===== config.mk =====
export PLATFORM = sky130hd
export DESIGN_NAME = l1a_evt_queue_flat
export DESIGN_NICKNAME = d
export VERILOG_FILES = /design/src/rtl/l1a_evt_queue_if.sv /design/src/rtl/l1a_evt_queue.sv /design/src/flat_wrapper.sv
export SDC_FILE = /design/constraint.sdc
export NUM_CORES = 1
export LEC_CHECK = 0
export CELL_PAD_IN_SITES_DETAIL_PLACEMENT = 0
export CELL_PAD_IN_SITES_GLOBAL_PLACEMENT = 1
export CORE_ASPECT_RATIO = 0.6
export CORE_MARGIN = 2
export CORE_UTILIZATION = 45
export CTS_CLUSTER_DIAMETER = 120
export DETAILED_ROUTE_END_ITERATION = 16
export PLACE_DENSITY = 0.78
export SLEW_MARGIN = 20
export SYNTH_ARGS = -nofsm -noshare
export SYNTH_HDL_FRONTEND = slang
export SYNTH_SLANG_ARGS = --single-unit

===== constraint.sdc =====
create_clock -name CLK -period 2.89 [get_ports CLK]
set_input_delay 0.4335 -clock CLK [delete_from_list [all_inputs] [get_ports CLK]]
set_output_delay 0.4335 -clock CLK [all_outputs]
set_load 0.02 [all_outputs]

===== src/rtl/l1a_evt_queue_if.sv =====
// rtl/l1a_evt_queue_if.sv - decision inputs, readout handshake and status of the L1A event queue
interface l1a_evt_queue_if #(
  parameter int DEPTH_LOG2 = 3,
  parameter int EVTNUM_W   = 12
);
  logic                  MATCHR;
  logic                  NO_MATCH;
  logic                  EVTNUM_RST;
  logic                  POP;
  logic                  EVT_VALID;
  logic                  EVT_MATCH;
  logic [EVTNUM_W-1:0]   EVT_NUM;
  logic [DEPTH_LOG2:0]   DEPTH;
  logic                  FULL;
  logic                  OVFL;
  logic                  PROTO_ERR;

  modport master (
    output MATCHR, NO_MATCH, EVTNUM_RST, POP,
    input  EVT_VALID, EVT_MATCH, EVT_NUM, DEPTH, FULL, OVFL, PROTO_ERR
  );

  modport slave (
    input  MATCHR, NO_MATCH, EVTNUM_RST, POP,
    output EVT_VALID, EVT_MATCH, EVT_NUM, DEPTH, FULL, OVFL, PROTO_ERR
  );
endinterface


===== src/rtl/l1a_evt_queue.sv =====
// rtl/l1a_evt_queue.sv - event-numbered FWFT queue of trigger match decisions
module l1a_evt_queue #(
  parameter int DEPTH_LOG2 = 3,
  parameter int EVTNUM_W   = 12
) (
  input  logic              CLK,
  input  logic              RST,
  l1a_evt_queue_if.slave    bus
);
  localparam int N = 1 << DEPTH_LOG2;

  logic [EVTNUM_W:0]     mem [N];
  logic [DEPTH_LOG2:0]   wptr, rptr;
  logic [DEPTH_LOG2:0]   wptr_next, rptr_next;
  logic [DEPTH_LOG2:0]   count, count_after_pop, depth_next;
  logic [EVTNUM_W-1:0]   evtcnt, tag;
  logic                  decision, pop_fire, push_ok, head_avail;
  logic                  out_valid, out_match, full_q, ovfl_q, proto_q;
  logic [EVTNUM_W-1:0]   out_num;
  logic [DEPTH_LOG2:0]   depth_q;
  logic [EVTNUM_W:0]     head_entry;

  always_comb begin
    decision        = bus.MATCHR | bus.NO_MATCH;
    pop_fire        = bus.POP & out_valid;
    // a full queue still accepts a push when the head leaves in the same cycle
    push_ok         = decision & (~full_q | pop_fire);
    tag             = bus.EVTNUM_RST ? '0 : evtcnt;
    count           = wptr - rptr;
    count_after_pop = count - {{DEPTH_LOG2{1'b0}}, pop_fire};
    rptr_next       = rptr + {{DEPTH_LOG2{1'b0}}, pop_fire};
    wptr_next       = wptr + {{DEPTH_LOG2{1'b0}}, push_ok};
    depth_next      = wptr_next - rptr_next;
    // the head register only sees entries stored before this edge
    head_avail      = count_after_pop != '0;
    head_entry      = mem[rptr_next[DEPTH_LOG2-1:0]];
  end

  always_ff @(posedge CLK) begin
    if (!RST && push_ok) begin
      mem[wptr[DEPTH_LOG2-1:0]] <= {bus.MATCHR, tag};
    end
  end

  always_ff @(posedge CLK) begin
    if (RST) begin
      wptr      <= '0;
      rptr      <= '0;
      depth_q   <= '0;
      full_q    <= 1'b0;
      evtcnt    <= '0;
      ovfl_q    <= 1'b0;
      proto_q   <= 1'b0;
      out_valid <= 1'b0;
      out_match <= 1'b0;
      out_num   <= '0;
    end else begin
      wptr      <= wptr_next;
      rptr      <= rptr_next;
      depth_q   <= depth_next;
      full_q    <= depth_next == (DEPTH_LOG2+1)'(N);
      if (bus.EVTNUM_RST) begin
        evtcnt <= {{(EVTNUM_W-1){1'b0}}, decision};
      end else if (decision) begin
        evtcnt <= evtcnt + EVTNUM_W'(1);
      end
      if (decision && !push_ok) begin
        ovfl_q <= 1'b1;
      end
      if (bus.MATCHR && bus.NO_MATCH) begin
        proto_q <= 1'b1;
      end
      out_valid <= head_avail;
      out_match <= head_avail ? head_entry[EVTNUM_W] : 1'b0;
      out_num   <= head_avail ? head_entry[EVTNUM_W-1:0] : '0;
    end
  end

  assign bus.EVT_VALID = out_valid;
  assign bus.EVT_MATCH = out_match;
  assign bus.EVT_NUM   = out_num;
  assign bus.DEPTH     = depth_q;
  assign bus.FULL      = full_q;
  assign bus.OVFL      = ovfl_q;
  assign bus.PROTO_ERR = proto_q;
endmodule


===== src/flat_wrapper.sv =====
// flat-port wrapper written by rule: the top's interface ports become plain ports
module l1a_evt_queue_flat 
#(
  parameter int DEPTH_LOG2 = 3,
  parameter int EVTNUM_W   = 12
)
  (CLK, RST, bus_MATCHR, bus_NO_MATCH, bus_EVTNUM_RST, bus_POP, bus_EVT_VALID, bus_EVT_MATCH, bus_EVT_NUM, bus_DEPTH, bus_FULL, bus_OVFL, bus_PROTO_ERR);
  l1a_evt_queue_if #(.DEPTH_LOG2(DEPTH_LOG2), .EVTNUM_W(EVTNUM_W)) bus_i ();
  input  logic CLK;
  input  logic RST;
  input wire logic [$bits(bus_i.MATCHR)-1:0] bus_MATCHR;
  input wire logic [$bits(bus_i.NO_MATCH)-1:0] bus_NO_MATCH;
  input wire logic [$bits(bus_i.EVTNUM_RST)-1:0] bus_EVTNUM_RST;
  input wire logic [$bits(bus_i.POP)-1:0] bus_POP;
  output wire logic [$bits(bus_i.EVT_VALID)-1:0] bus_EVT_VALID;
  output wire logic [$bits(bus_i.EVT_MATCH)-1:0] bus_EVT_MATCH;
  output wire logic [$bits(bus_i.EVT_NUM)-1:0] bus_EVT_NUM;
  output wire logic [$bits(bus_i.DEPTH)-1:0] bus_DEPTH;
  output wire logic [$bits(bus_i.FULL)-1:0] bus_FULL;
  output wire logic [$bits(bus_i.OVFL)-1:0] bus_OVFL;
  output wire logic [$bits(bus_i.PROTO_ERR)-1:0] bus_PROTO_ERR;
  assign bus_i.MATCHR = bus_MATCHR;
  assign bus_i.NO_MATCH = bus_NO_MATCH;
  assign bus_i.EVTNUM_RST = bus_EVTNUM_RST;
  assign bus_i.POP = bus_POP;
  assign bus_EVT_VALID = bus_i.EVT_VALID;
  assign bus_EVT_MATCH = bus_i.EVT_MATCH;
  assign bus_EVT_NUM = bus_i.EVT_NUM;
  assign bus_DEPTH = bus_i.DEPTH;
  assign bus_FULL = bus_i.FULL;
  assign bus_OVFL = bus_i.OVFL;
  assign bus_PROTO_ERR = bus_i.PROTO_ERR;
  l1a_evt_queue #(.DEPTH_LOG2(DEPTH_LOG2), .EVTNUM_W(EVTNUM_W)) u_core (.CLK(CLK), .RST(RST), .bus(bus_i));
endmodule

==> impl_metrics.prom, run 1 <==
# TYPE chip_impl_metric gauge
chip_impl_info{name="crit_path_end_kind",value="flip-flop"} 1
chip_impl_metric{name="total_setup_violations_reported_at_the_end_of_the_flow",unit=""} 0
chip_impl_metric{name="total_area_of_multi_input_combinational_cells",unit="um2"} 1725
chip_impl_metric{name="drv.max_cap_violation_count",unit=""} 0
chip_impl_info{name="worst_hold_path_class",value="reg -> reg"} 1
chip_impl_info{name="timing.critical_path.from_type",value="flip-flop"} 1
chip_impl_metric{name="count_of_cell_instances_traversed_by_the_critical_path",unit=""} 11
chip_impl_metric{name="grt_overflow_total",unit=""} 0
chip_impl_metric{name="ys_types",unit=""} 34
chip_impl_metric{name="die_area",unit="um2"} 13750
chip_impl_metric{name="number_of_fill_cells_in_the_layout",unit=""} 966
chip_impl_metric{name="fin_setup_tns",unit="ns"} 0
chip_impl_metric{name="post-route-cell-area",unit="um2"} 7000
chip_impl_metric{name="clock_skew",unit="ns"} 0.009610
chip_impl_metric{name="cts_num_sinks",unit=""} 145
chip_impl_metric{name="post-route-min-period",unit="ns"} 2.738
chip_impl_metric{name="floorplan.die.height",unit="um"} 91.62
chip_impl_metric{name="cts_buffers",unit=""} 17
chip_impl_metric{name="antenna_left",unit=""} 0
chip_impl_metric{name="cp.required",unit="ns"} 3.19
chip_impl_metric{name="grt_use_total",unit="%"} 18.07
chip_impl_metric{name="grt_pass1_vias",unit=""} 3161
chip_impl_metric{name="max-vdd-ir-drop",unit="V"} 0.0005557
chip_impl_metric{name="io_buffer_count",unit=""} 26
chip_impl_metric{name="floorplan.core_area",unit="um2"} 12260
chip_impl_metric{name="postPlaceCellArea",unit="um2"} 6372
chip_impl_info{name="outcome",value="complete, no violations"} 1
chip_impl_metric{name="dieWidth",unit="um"} 150.0
chip_impl_metric{name="worst_pin_slew",unit="ns"} 0.7508
chip_impl_metric{name="postCtsHoldBufs",unit=""} 0
chip_impl_metric{name="diodes",unit=""} 0
chip_impl_info{name="crit_chain",value="nand2_2 -> fa_1 -> inv_1 -> ha_2 -> or2_4 -> fa_2 -> xor2_1 -> nor3_1 -> a21o_2 -> clkbuf_16 -> a21oi_2"} 1
chip_impl_metric{name="holdPathStages",unit=""} 2
chip_impl_info{name="critical-path-slowest-cell",value="fa_1"} 1
chip_impl_metric{name="wirelength",unit="um"} 11460
chip_impl_metric{name="worstPathMaxFanout",unit=""} 7
chip_impl_metric{name="critical-path-max-stage-delay",unit="ns"} 0.56
chip_impl_metric{name="row_count",unit=""} 31
chip_impl_metric{name="power-per-cell-area",unit="nW/um2"} 919.9
chip_impl_metric{name="leakagePower",unit="nW"} 2.449
chip_impl_info{name="synth_area_leaders",value="edfxtp_1 54%, dfxtp_1 14%, mux4_2 10%"} 1
chip_impl_metric{name="fin_nets",unit=""} 441
chip_impl_metric{name="initialDrtViolationCount",unit=""} 211
chip_impl_metric{name="syn-cell-area",unit="um2"} 5758
chip_impl_metric{name="synthCells",unit=""} 364
chip_impl_metric{name="max-clock-path-buffers",unit=""} 2
chip_impl_metric{name="worstSkewPairLatency",unit="ns"} 0.41
chip_impl_metric{name="top_level_ports",unit=""} 27
chip_impl_info{name="postSynth.topFlopCell",value="edfxtp_1"} 1
chip_impl_metric{name="dr.pass1.iters",unit=""} 5
chip_impl_info{name="worst_path_dominant_cell_family",value="adder cells"} 1
chip_impl_metric{name="layout.core_utilization",unit="%"} 57.12
chip_impl_metric{name="cp_data_arrival_time",unit="ns"} 3.04
chip_impl_metric{name="number_of_nets_in_the_synthesized_netlist",unit=""} 386
chip_impl_metric{name="residual_drc",unit=""} 0
chip_impl_metric{name="antenna_found_initial",unit=""} 0
chip_impl_info{name="yosysTopAreaCell",value="edfxtp_1"} 1
chip_impl_metric{name="critical_path_buf_inv_count",unit=""} 2
chip_impl_metric{name="number_of_enable_type_register_cells_in_the_synthesized_netlist",unit=""} 104
chip_impl_metric{name="yosysSeqAreaShare",unit="%"} 68.49
chip_impl_metric{name="grt_start_max_net_pins",unit=""} 27
chip_impl_metric{name="instances_no_fill",unit=""} 597
chip_impl_metric{name="cells_after_dpl",unit=""} 563
chip_impl_metric{name="routabilityCongestion",unit=""} 0.7332
chip_impl_metric{name="drive_gt1_share",unit="%"} 24.54
chip_impl_metric{name="wire_per_inst",unit="um"} 19.19
chip_impl_metric{name="synth-async-reset-ratio",unit="%"} 0
chip_impl_metric{name="reg2regPathDepth",unit=""} 11
chip_impl_metric{name="slew_headroom",unit="%"} 49.84
chip_impl_metric{name="vias_per_cell",unit=""} 5.183
chip_impl_metric{name="synth_area_per_cell",unit="um2"} 15.82
chip_impl_metric{name="layout_worst_path_cycle_share",unit="%"} 94.73
chip_impl_info{name="clock-root-buffer",value="clkbuf_16"} 1
chip_impl_metric{name="yosys_warnings",unit=""} 0
chip_impl_metric{name="synth_largest_type_area_fraction",unit="%"} 54.24
chip_impl_metric{name="hold_viol_final",unit=""} 0
chip_impl_info{name="cts_tree",value="yes"} 1
chip_impl_metric{name="hpwlAfterDp",unit="um"} 7170
chip_impl_metric{name="ff_latch_area",unit="um2"} 3944
chip_impl_metric{name="post-layout-total-power",unit="mW"} 6.440
chip_impl_metric{name="synthToLayoutAreaGrowth",unit="%"} 21.58
chip_impl_metric{name="max_freq",unit="MHz"} 365.3
chip_impl_metric{name="wire_length_of_the_first_global_routing_pass",unit="um"} 17820
chip_impl_info{name="grt_setup_unrepaired",value="false"} 1
chip_impl_metric{name="floorplan.initialDensity",unit="%"} 46.98
chip_impl_metric{name="postSynthRegisterBits",unit=""} 145
chip_impl_metric{name="clkTransAtPathRegs",unit="ns"} 0.06
chip_impl_metric{name="h-tree-depth",unit=""} 4
chip_impl_metric{name="route.vias.total",unit=""} 3094
chip_impl_metric{name="slew_viol_final",unit=""} 0
chip_impl_info{name="type_of_the_worst_setup_path",value="reg -> reg"} 1
cell usage in the layout (no fill, tap or decap), drive strengths merged, types with 13 or more instances in the layout:
master         Yosys  routed
buf               10      25
nand2             36      36
inv               11      15
nor2b             16      16
a21oi             18      18
clkdlybuf4s50      0      25
dfxtp             41      41
xor2              14      14
edfxtp           104     104
clkbuf             6      18
ha                13      13
mux4              26      26
nor2              25      25
synth_stat cells, types with 2 or more instances:
| cell type | n |
|---|---|
| nand3_1 | 7 |
| nand2_1 | 36 |
| dfxtp_1 | 41 |
| inv_1 | 11 |
| nor3_1 | 4 |
| buf_6 | 2 |
| or3_1 | 2 |
| xnor2_1 | 6 |
| a21oi_2 | 9 |
| edfxtp_1 | 104 |
| nand4_1 | 2 |
| a21o_1 | 2 |
| a21oi_1 | 9 |
| and3_1 | 2 |
| nor3b_1 | 3 |
| xor2_1 | 14 |
| clkbuf_1 | 6 |
| nor2_1 | 25 |
| nor2b_1 | 16 |
| ha_1 | 13 |
| mux4_2 | 26 |
| o21ai_0 | 3 |
| fa_1 | 3 |
| buf_4 | 2 |
| buf_2 | 5 |
| or2_2 | 3 |
per-stage QoR:
| stage | setup WS [ns] | hold slack (ns) |
|---|---|---|
| 2_1_floorplan | 0.1184 | 0.4490 |
| 3_3_place_gp | -0.2947 | 0.4585 |
| 3_5_place_dp | -0.3469 | 0.4615 |
| 4_1_cts | 0.08968 | 0.4836 |
| 5_1_grt | 0.04154 | 0.5274 |
| 6_report | 0.1523 | 0.4732 |
worst min-delay path, delay by kind of cell (launching register included):
kind             cells  cell delay [ns]
AO/OA/AOI/OAI        1             0.04
AND/OR/NAND/NOR      1             0.07
flip-flops           1             0.33
registers in the layout, summed over array words and instances (netlist names):
signal / flops
u_core.bus.EVT_NUM: 12
u_core.mem: 104
u_core.bus.OVFL: 1
u_core.bus.DEPTH: 4
u_core.bus.EVT_VALID: 1
u_core.rptr: 4
u_core.evtcnt: 12
u_core.bus.FULL: 1
u_core.bus.PROTO_ERR: 1
u_core.bus.EVT_MATCH: 1
u_core.wptr: 4
area by class of cell:
cell class / count / share of cell area (%)
Timing Repair Buffer: 52 / 7.149
Clock buffer: 17 / 6.077
Multi-Input combinational cell: 192 / 24.65
Clock inverter: 15 / 2.252
Tap cell: 165 / 2.949
Inverter: 11 / 0.5898
Sequential cell: 145 / 56.34
per-layer routing:
| metal | GRT usage (%) | share of wire [%] |
|---|---|---|
| met1 | 27.77 | 46 |
| met2 | 25.11 | 45 |
| met3 | 4.080 | 8.4 |
| met4 | 6.604 | 0.31 |
| met5 | 0 | 0 |
kinds of logic after synthesis:
group | synth area share (%)
AND/OR/NAND/NOR | 8.844
flip-flops | 68.49
XOR/XNOR | 3.433
multiplexers | 10.17
adder cells (fa/ha/maj) | 3.868
buffers and inverters | 2.260
AO/OA/AOI/OAI | 2.933
power breakdown:
part | switching [mW] | internal (mW) | total (mW)
Combinational | 0.843 | 0.915 | 1.76
Clock | 0.860 | 1.28 | 2.14
Sequential | 0.100 | 2.44 | 2.54
Total | 1.80 | 4.64 | 6.44
path summary, 6_finish.rpt:
kind / end / start / slack, ns
min reg2reg: u_core.bus.PROTO_ERR / u_core.bus.PROTO_ERR / 0.47
min: u_core.bus.PROTO_ERR / u_core.bus.PROTO_ERR / 0.47
max: u_core.bus.EVT_NUM[6] / u_core.bus.EVT_VALID / 0.15
max reg2reg: u_core.bus.EVT_NUM[6] / u_core.bus.EVT_VALID / 0.15
timing repair:
action | CTS | global route
endpoints found under the setup margin | 0 | 14
buffers inserted | 0 | 1
gates resized for setup | 0 | 5
No activity file was read; power rests on OpenSTA's default activity.
==> run 2: changes to the inputs <==
--- a/config.mk
+++ b/config.mk
@@ -8,7 +8,6 @@
 export CELL_PAD_IN_SITES_DETAIL_PLACEMENT = 0
 export CELL_PAD_IN_SITES_GLOBAL_PLACEMENT = 1
 export CORE_ASPECT_RATIO = 0.6
-export CORE_MARGIN = 2
 export CORE_UTILIZATION = 45
 export CTS_CLUSTER_DIAMETER = 120
 export DETAILED_ROUTE_END_ITERATION = 16
==> impl_metrics.prom, run 2 (same netlist as run 1, synthesis figures left out) <==
# TYPE chip_impl_metric gauge
chip_impl_info{name="outcome",value="complete, no violations"} 1
chip_impl_metric{name="die_area",unit="um2"} 13270
chip_impl_info{name="layout_commonest_cell",value="edfxtp_1"} 1
chip_impl_metric{name="power_switching_share",unit="%"} 29.52
chip_impl_info{name="timing.critical_path.from_type",value="input port"} 1
chip_impl_info{name="crit_path_end_kind",value="flip-flop"} 1
chip_impl_metric{name="vias_per_cell",unit=""} 5.146
chip_impl_metric{name="slew_viol_final",unit=""} 0
chip_impl_metric{name="layout_worst_path_cycle_share",unit="%"} 96.76
chip_impl_metric{name="hold_viol_final",unit=""} 0
chip_impl_info{name="worst_path_most_repeated_cell",value="fa_1"} 1
chip_impl_metric{name="top_level_ports",unit=""} 27
chip_impl_metric{name="slew_headroom",unit="%"} 49.60
chip_impl_metric{name="grt_use_total",unit="%"} 19.38
chip_impl_metric{name="row_count",unit=""} 31
chip_impl_metric{name="worst_pin_slew",unit="ns"} 0.7545
chip_impl_metric{name="layout.core_utilization",unit="%"} 56.64
chip_impl_metric{name="floorplan.core_area",unit="um2"} 12260
chip_impl_metric{name="worstPathMaxFanout",unit=""} 14
chip_impl_metric{name="power-per-cell-area",unit="nW/um2"} 907.2
chip_impl_metric{name="initialDrtViolationCount",unit=""} 191
chip_impl_metric{name="max-clock-path-buffers",unit=""} 2
chip_impl_metric{name="netSwitchingPower",unit="mW"} 1.859
chip_impl_metric{name="dieWidth",unit="um"} 148.0
chip_impl_metric{name="max_freq",unit="MHz"} 357.6
chip_impl_metric{name="synthToLayoutAreaGrowth",unit="%"} 20.56
chip_impl_metric{name="critical_path_buf_inv_count",unit=""} 3
chip_impl_metric{name="cp_data_arrival_time",unit="ns"} 3.11
chip_impl_metric{name="dr.pass1.iters",unit=""} 4
chip_impl_info{name="cts_tree",value="yes"} 1
chip_impl_metric{name="cts_resized",unit=""} 0
chip_impl_info{name="crit_chain",value="clkdlybuf4s50_1 -> nand2_1 -> fa_1 -> inv_1 -> ha_1 -> or2_2 -> fa_1 -> xor2_1 -> nor3_1 -> a21o_2 -> buf_12 -> a21oi_1"} 1
chip_impl_metric{name="cts_num_sinks",unit=""} 145
chip_impl_metric{name="postCtsHoldBufs",unit=""} 0
chip_impl_metric{name="io_buffer_count",unit=""} 26
chip_impl_metric{name="antenna_found_initial",unit=""} 0
chip_impl_metric{name="total_setup_violations_reported_at_the_end_of_the_flow",unit=""} 0
chip_impl_metric{name="residual_drc",unit=""} 0
chip_impl_metric{name="number_of_fill_cells_in_the_layout",unit=""} 982
chip_impl_metric{name="fin_nets",unit=""} 441
chip_impl_metric{name="floorplan.initialDensity",unit="%"} 46.98
chip_impl_info{name="type_of_the_worst_setup_path",value="in -> reg"} 1
chip_impl_metric{name="antenna_left",unit=""} 0
chip_impl_metric{name="wirelength",unit="um"} 11230
chip_impl_metric{name="fin_setup_tns",unit="ns"} 0
chip_impl_metric{name="route.vias.total",unit=""} 3072
chip_impl_metric{name="routabilityCongestion",unit=""} 0.7429
chip_impl_metric{name="grt_start_max_net_pins",unit=""} 27
chip_impl_metric{name="max-vdd-ir-drop",unit="V"} 0.0005320
chip_impl_metric{name="clock_power_share",unit="%"} 33.1
chip_impl_info{name="worst_path_dominant_cell_family",value="adder cells"} 1
chip_impl_metric{name="post-route-min-period",unit="ns"} 2.796
chip_impl_metric{name="wire_per_inst",unit="um"} 18.80
chip_impl_metric{name="postCtsSetupRepairBufs",unit=""} 0
chip_impl_metric{name="power_frac_comb",unit="%"} 26.9
chip_impl_metric{name="hold_ws",unit="ns"} 0.4784
chip_impl_metric{name="floorplan.die.height",unit="um"} 89.62
chip_impl_metric{name="grt_overflow_total",unit=""} 0
chip_impl_metric{name="instances_no_fill",unit=""} 597
chip_impl_metric{name="drive_gt1_share",unit="%"} 24.31
chip_impl_metric{name="clock_skew",unit="ns"} 0.008864
chip_impl_metric{name="grt_pass1_vias",unit=""} 3181
chip_impl_metric{name="cp.required",unit="ns"} 3.20
chip_impl_metric{name="clkTransAtPathRegs",unit="ns"} 0.06
chip_impl_metric{name="cells_after_dpl",unit=""} 565
chip_impl_metric{name="p_seq_share",unit="%"} 40.0
chip_impl_metric{name="critical-path-max-stage-delay",unit="ns"} 0.51
chip_impl_metric{name="diodes",unit=""} 0
chip_impl_info{name="layout.cells.most_common_list",value="104 x edfxtp_1, 41 x dfxtp_1, 36 x nand2_1, 26 x mux4_2, 26 x clkdlybuf4s50_1"} 1
chip_impl_info{name="critical-path-slowest-cell",value="fa_1"} 1
chip_impl_metric{name="drv.max_cap_violation_count",unit=""} 0
chip_impl_info{name="clock-root-buffer",value="clkbuf_16"} 1
chip_impl_info{name="grt_setup_unrepaired",value="false"} 1
chip_impl_metric{name="cts_buffers",unit=""} 17
chip_impl_metric{name="h-tree-depth",unit=""} 4
chip_impl_info{name="worst_hold_path_class",value="reg -> reg"} 1
chip_impl_metric{name="largest_reg_flops",unit=""} 104
chip_impl_metric{name="worstSkewPairLatency",unit="ns"} 0.42
chip_impl_metric{name="wire_length_of_the_first_global_routing_pass",unit="um"} 17940
chip_impl_metric{name="hpwlAfterDp",unit="um"} 7089
chip_impl_metric{name="leakagePower",unit="nW"} 2.430
chip_impl_metric{name="intPower",unit="mW"} 4.439
[run 2: through the flow]
stage               cell area (um2)  setup WS, ns  power [mW]
floorplan                      5758        0.1184       3.715
global placement               6375       -0.2919       4.248
detailed placement             6375       -0.3454       4.273
CTS                            6942       0.09827       6.355
global route                   6942      0.007989       6.583
finish                         6942       0.09356       6.298
[run 2: final cells by class]
type	instances	area, um2	area share [%]
well taps	165	206.4	2.974
multi-input cells	192	1715	24.71
inverters	11	41.29	0.5948
clock buffers	17	425.4	6.128
repair buffers	52	467.9	6.741
clock inverters	15	141.4	2.037
flip-flops and latches	145	3944	56.81
[run 2: path summary, 6_finish.rpt]
path	start	endpoint	slack (ns)	cells after the start
hold / removal	u_core.bus.PROTO_ERR	u_core.bus.PROTO_ERR	0.48	2
setup / recovery	bus_POP	u_core.bus.EVT_NUM[2]	0.09	12
hold reg to reg	u_core.bus.PROTO_ERR	u_core.bus.PROTO_ERR	0.48	2
setup reg to reg	u_core.rptr[0]	u_core.bus.EVT_NUM[2]	0.18	11
[run 2: layer usage]
| layer | part of all wire, % | up-vias | wire length (um) | global-route usage, % |
|---|---|---|---|---|
| li1 | - | 1444 | - | - |
| met1 | 48 | 1520 | 5379 | 27.55 |
| met2 | 44 | 96 | 4900 | 28.60 |
| met3 | 7.1 | 12 | 801 | 4.141 |
| met4 | 1.3 | 0 | 144 | 9.841 |
| met5 | 0 | - | 0 | 0 |
[run 2: worst register-to-register path: stages, from the launching register on]
cell	delay [ns]
dfxtp_1	0.34
inv_1	0.08
fa_1	0.56
inv_1	0.05
ha_1	0.17
or2_2	0.30
fa_1	0.38
xor2_1	0.17
nor3_1	0.16
a21o_2	0.17
buf_12	0.16
a21oi_1	0.06
[run 2: power groups by stage]
| stage | clock network (mW) | registers, mW | logic, mW |
|---|---|---|---|
| 6_report | 2.08 | 2.52 | 1.69 |
| 3_5_place_dp | 0 | 2.57 | 1.71 |
| 3_3_place_gp | 0 | 2.56 | 1.69 |
| 5_1_grt | 2.20 | 2.54 | 1.84 |
| 2_1_floorplan | 0 | 2.67 | 1.04 |
| 4_1_cts | 2.12 | 2.52 | 1.71 |
==> run 3: changes to the inputs <==
--- a/config.mk
+++ b/config.mk
@@ -8,10 +8,10 @@
 export CELL_PAD_IN_SITES_DETAIL_PLACEMENT = 0
 export CELL_PAD_IN_SITES_GLOBAL_PLACEMENT = 1
 export CORE_ASPECT_RATIO = 0.6
-export CORE_UTILIZATION = 45
+export CORE_UTILIZATION = 51
 export CTS_CLUSTER_DIAMETER = 120
 export DETAILED_ROUTE_END_ITERATION = 16
-export PLACE_DENSITY = 0.78
+export PLACE_DENSITY = 0.83
 export SLEW_MARGIN = 20
 export SYNTH_ARGS = -nofsm -noshare
 export SYNTH_HDL_FRONTEND = slang
==> constraint.sdc (replaced) <==
create_clock -name CLK -period 2.8 [get_ports CLK]
set_input_delay 0.42 -clock CLK [delete_from_list [all_inputs] [get_ports CLK]]
set_output_delay 0.42 -clock CLK [all_outputs]
set_load 0.02 [all_outputs]
==> impl_metrics.prom, run 3 (same netlist as run 1, synthesis figures left out) <==
# TYPE chip_impl_metric gauge
chip_impl_info{name="outcome",value="finished with violations"} 1
chip_impl_info{name="failed_checks",value="DRC"} 1
chip_impl_info{name="clock-root-buffer",value="clkbuf_16"} 1
chip_impl_metric{name="hold_viol_final",unit=""} 0
chip_impl_info{name="worstHoldEndpoint",value="u_core.bus.PROTO_ERR"} 1
chip_impl_metric{name="dieWidth",unit="um"} 139.2
chip_impl_metric{name="leakagePower",unit="nW"} 2.440
chip_impl_metric{name="wirelength",unit="um"} 11230
chip_impl_metric{name="diodes",unit=""} 0
chip_impl_metric{name="worstPathMaxFanout",unit=""} 7
chip_impl_metric{name="power-per-cell-area",unit="nW/um2"} 949.9
chip_impl_metric{name="reg2regPathDepth",unit=""} 11
chip_impl_metric{name="cts_buffers",unit=""} 17
chip_impl_metric{name="wire_length_of_the_first_global_routing_pass",unit="um"} 17770
chip_impl_info{name="worst_hold_path_class",value="reg -> reg"} 1
chip_impl_metric{name="clkTransAtPathRegs",unit="ns"} 0.06
chip_impl_info{name="layout.cells.most_common_list",value="104 x edfxtp_1, 40 x dfxtp_1, 35 x nand2_1, 26 x mux4_2"} 1
chip_impl_info{name="cts_tree",value="yes"} 1
chip_impl_metric{name="max-clock-path-buffers",unit=""} 2
chip_impl_metric{name="dr.pass1.iters",unit=""} 10
chip_impl_metric{name="total_setup_violations_reported_at_the_end_of_the_flow",unit=""} 0
chip_impl_metric{name="clock_skew",unit="ns"} 0.009851
chip_impl_metric{name="cts_num_sinks",unit=""} 145
chip_impl_info{name="r2r_start",value="u_core.rptr[0]"} 1
chip_impl_metric{name="worstSkewPairLatency",unit="ns"} 0.42
chip_impl_metric{name="fin_setup_tns",unit="ns"} 0
chip_impl_metric{name="holdPathStages",unit=""} 2
chip_impl_metric{name="timing.final.ws_setup",unit="ns"} 0.1578
chip_impl_info{name="grt_setup_unrepaired",value="false"} 1
chip_impl_metric{name="grt_start_max_net_pins",unit=""} 28
chip_impl_metric{name="slew_headroom",unit="%"} 53.92
chip_impl_metric{name="row_count",unit=""} 29
chip_impl_metric{name="ff_latch_area",unit="um2"} 3945
chip_impl_metric{name="cp.required",unit="ns"} 3.10
chip_impl_metric{name="grt_pass1_vias",unit=""} 3205
chip_impl_info{name="timing.rr.end",value="u_core.bus.EVT_NUM[1]"} 1
chip_impl_metric{name="cp_data_arrival_time",unit="ns"} 2.95
chip_impl_metric{name="slew_viol_final",unit=""} 0
chip_impl_metric{name="antenna_found_initial",unit=""} 0
chip_impl_metric{name="drv.max_cap_violation_count",unit=""} 0
chip_impl_metric{name="worst_pin_slew",unit="ns"} 0.6898
chip_impl_info{name="critical-path-slowest-cell",value="fa_1"} 1
chip_impl_metric{name="floorplan.initialDensity",unit="%"} 53.43
chip_impl_info{name="timing.critical_path.from_type",value="flip-flop"} 1
chip_impl_metric{name="critical-path-max-stage-delay",unit="ns"} 0.56
chip_impl_metric{name="residual_drc",unit=""} 2
chip_impl_info{name="crit_path_end_kind",value="flip-flop"} 1
chip_impl_metric{name="die_area",unit="um2"} 11730
chip_impl_metric{name="floorplan.die.height",unit="um"} 84.31
chip_impl_info{name="type_of_the_worst_setup_path",value="reg -> reg"} 1
chip_impl_metric{name="h-tree-depth",unit=""} 4
chip_impl_metric{name="postCtsHoldBufs",unit=""} 0
chip_impl_info{name="crit_chain",value="inv_2 -> fa_1 -> inv_1 -> ha_2 -> or2_4 -> fa_2 -> xor2_1 -> nor3_1 -> a21o_2 -> buf_12 -> a21oi_1"} 1
chip_impl_metric{name="floorplan.core_area",unit="um2"} 10780
chip_impl_metric{name="max-vdd-ir-drop",unit="V"} 0.0004721
chip_impl_metric{name="wire_per_inst",unit="um"} 19.64
chip_impl_metric{name="max_freq",unit="MHz"} 378.5
chip_impl_metric{name="layout_worst_path_cycle_share",unit="%"} 94.36
chip_impl_info{name="worst_hold_startpoint",value="u_core.bus.PROTO_ERR"} 1
chip_impl_metric{name="top_level_ports",unit=""} 27
chip_impl_metric{name="post-route-min-period",unit="ns"} 2.642
chip_impl_metric{name="vias_per_cell",unit=""} 5.386
chip_impl_metric{name="number_of_fill_cells_in_the_layout",unit=""} 772
chip_impl_metric{name="fin_nets",unit=""} 442
chip_impl_metric{name="total_area_of_multi_input_combinational_cells",unit="um2"} 1725
chip_impl_metric{name="initialDrtViolationCount",unit=""} 260
chip_impl_metric{name="drive_gt1_share",unit="%"} 25.64
chip_impl_metric{name="grt_use_total",unit="%"} 21.42
chip_impl_metric{name="grt_overflow_total",unit=""} 0
chip_impl_metric{name="antenna_left",unit=""} 0
chip_impl_metric{name="reg2reg_slack",unit="ns"} 0.16
chip_impl_metric{name="routabilityCongestion",unit=""} 0.7820
chip_impl_metric{name="hpwlAfterDp",unit="um"} 7015
chip_impl_info{name="layout_commonest_cell",value="edfxtp_1"} 1
chip_impl_metric{name="dpl_ws",unit="ns"} -0.4589
chip_impl_metric{name="io_buffer_count",unit=""} 26
chip_impl_metric{name="synthToLayoutAreaGrowth",unit="%"} 21.43
chip_impl_metric{name="largest_reg_flops",unit=""} 104
chip_impl_metric{name="route.vias.total",unit=""} 3081
run 3: changes by cell type in the layout (fill, tap and decap cells not counted), sizes merged:
cell	delta
clkinv	-4
clkinvlp	+4
buf	+1
bufinv	+1
clkdlybuf4s50	-1
dlygate4sd2	+1
inv	-1
run 3: final cells by class:
type                    instances  share of cell area, %
clock buffers                  17                  6.084
clock inverters                15                  2.130
inverters                      11                 0.5906
multi-input cells             192                  24.68
flip-flops and latches        145                  56.42
well taps                     139                  2.487
repair buffers                 53                  7.606
run 3: what timing repair did:
action / 4_1_cts / 5_1_grt
pin swaps: 5 / 4
gates resized for setup: 6 / 2
hold endpoints to repair: 0 / 0
endpoints found under the setup margin: 4 / 14
cloned: 1 / 0
buffers inserted: 1 / 0
run 3: worst max-delay path by stage:
stage,start,endpoint,slack [ns],cells after the start
after floorplan,u_core.bus.EVT_VALID,u_core.bus.EVT_VALID,0.03,11
after global placement,bus_POP,u_core.bus.EVT_NUM[1],-0.37,12
after detailed placement,bus_POP,u_core.bus.EVT_NUM[1],-0.46,12
after CTS,u_core.bus.EVT_VALID,u_core.bus.EVT_NUM[1],0.03,11
after global routing,u_core.rptr[0],u_core.bus.EVT_NUM[1],0.04,11
final,u_core.rptr[0],u_core.bus.EVT_NUM[1],0.16,11
run 3: stage by stage:
step | util, % | hold slack (ns) | cell area [um2] | total power [mW] | cells
5_1_grt | 64.88 | 0.5194 | 6992 | 6.939 | 572
4_1_cts | 64.87 | 0.4848 | 6990 | 6.708 | 572
2_1_floorplan | - | 0.4490 | 5758 | 3.834 | 364
3_5_place_dp | 59.13 | 0.4635 | 6372 | 4.438 | 538
6_report | 64.88 | 0.4775 | 6992 | 6.641 | 572
3_3_place_gp | 59.13 | 0.4541 | 6372 | 4.392 | 538
run 3: worst max-delay path, delay by kind of cell (launching register included):
| kind | cells | cell delay, ns |
|---|---|---|
| adder cells (fa/ha/maj) | 3 | 1.07 |
| AND/OR/NAND/NOR | 2 | 0.41 |
| flip-flops | 1 | 0.34 |
| AO/OA/AOI/OAI | 2 | 0.29 |
| buffers and inverters | 3 | 0.26 |
| XOR/XNOR | 1 | 0.16 |
run 3: metal layers:
metal,part of all wire (%),wire length [um],track usage (%),vias up
met3,8.7,975,6.389,10
met5,0,0,2.429,-
met2,45,5027,31.40,93
met1,46,5125,30.29,1529
met4,0.93,104,7.879,0
li1,-,-,-,1449
run 3: report_power, final:
| group | switching (mW) | total (mW) | internal, mW |
|---|---|---|---|
| sequential | 0.0846 | 2.61 | 2.52 |
| combinational | 0.900 | 1.86 | 0.962 |
| clock | 0.926 | 2.17 | 1.25 |
| total | 1.91 | 6.64 | 4.73 |
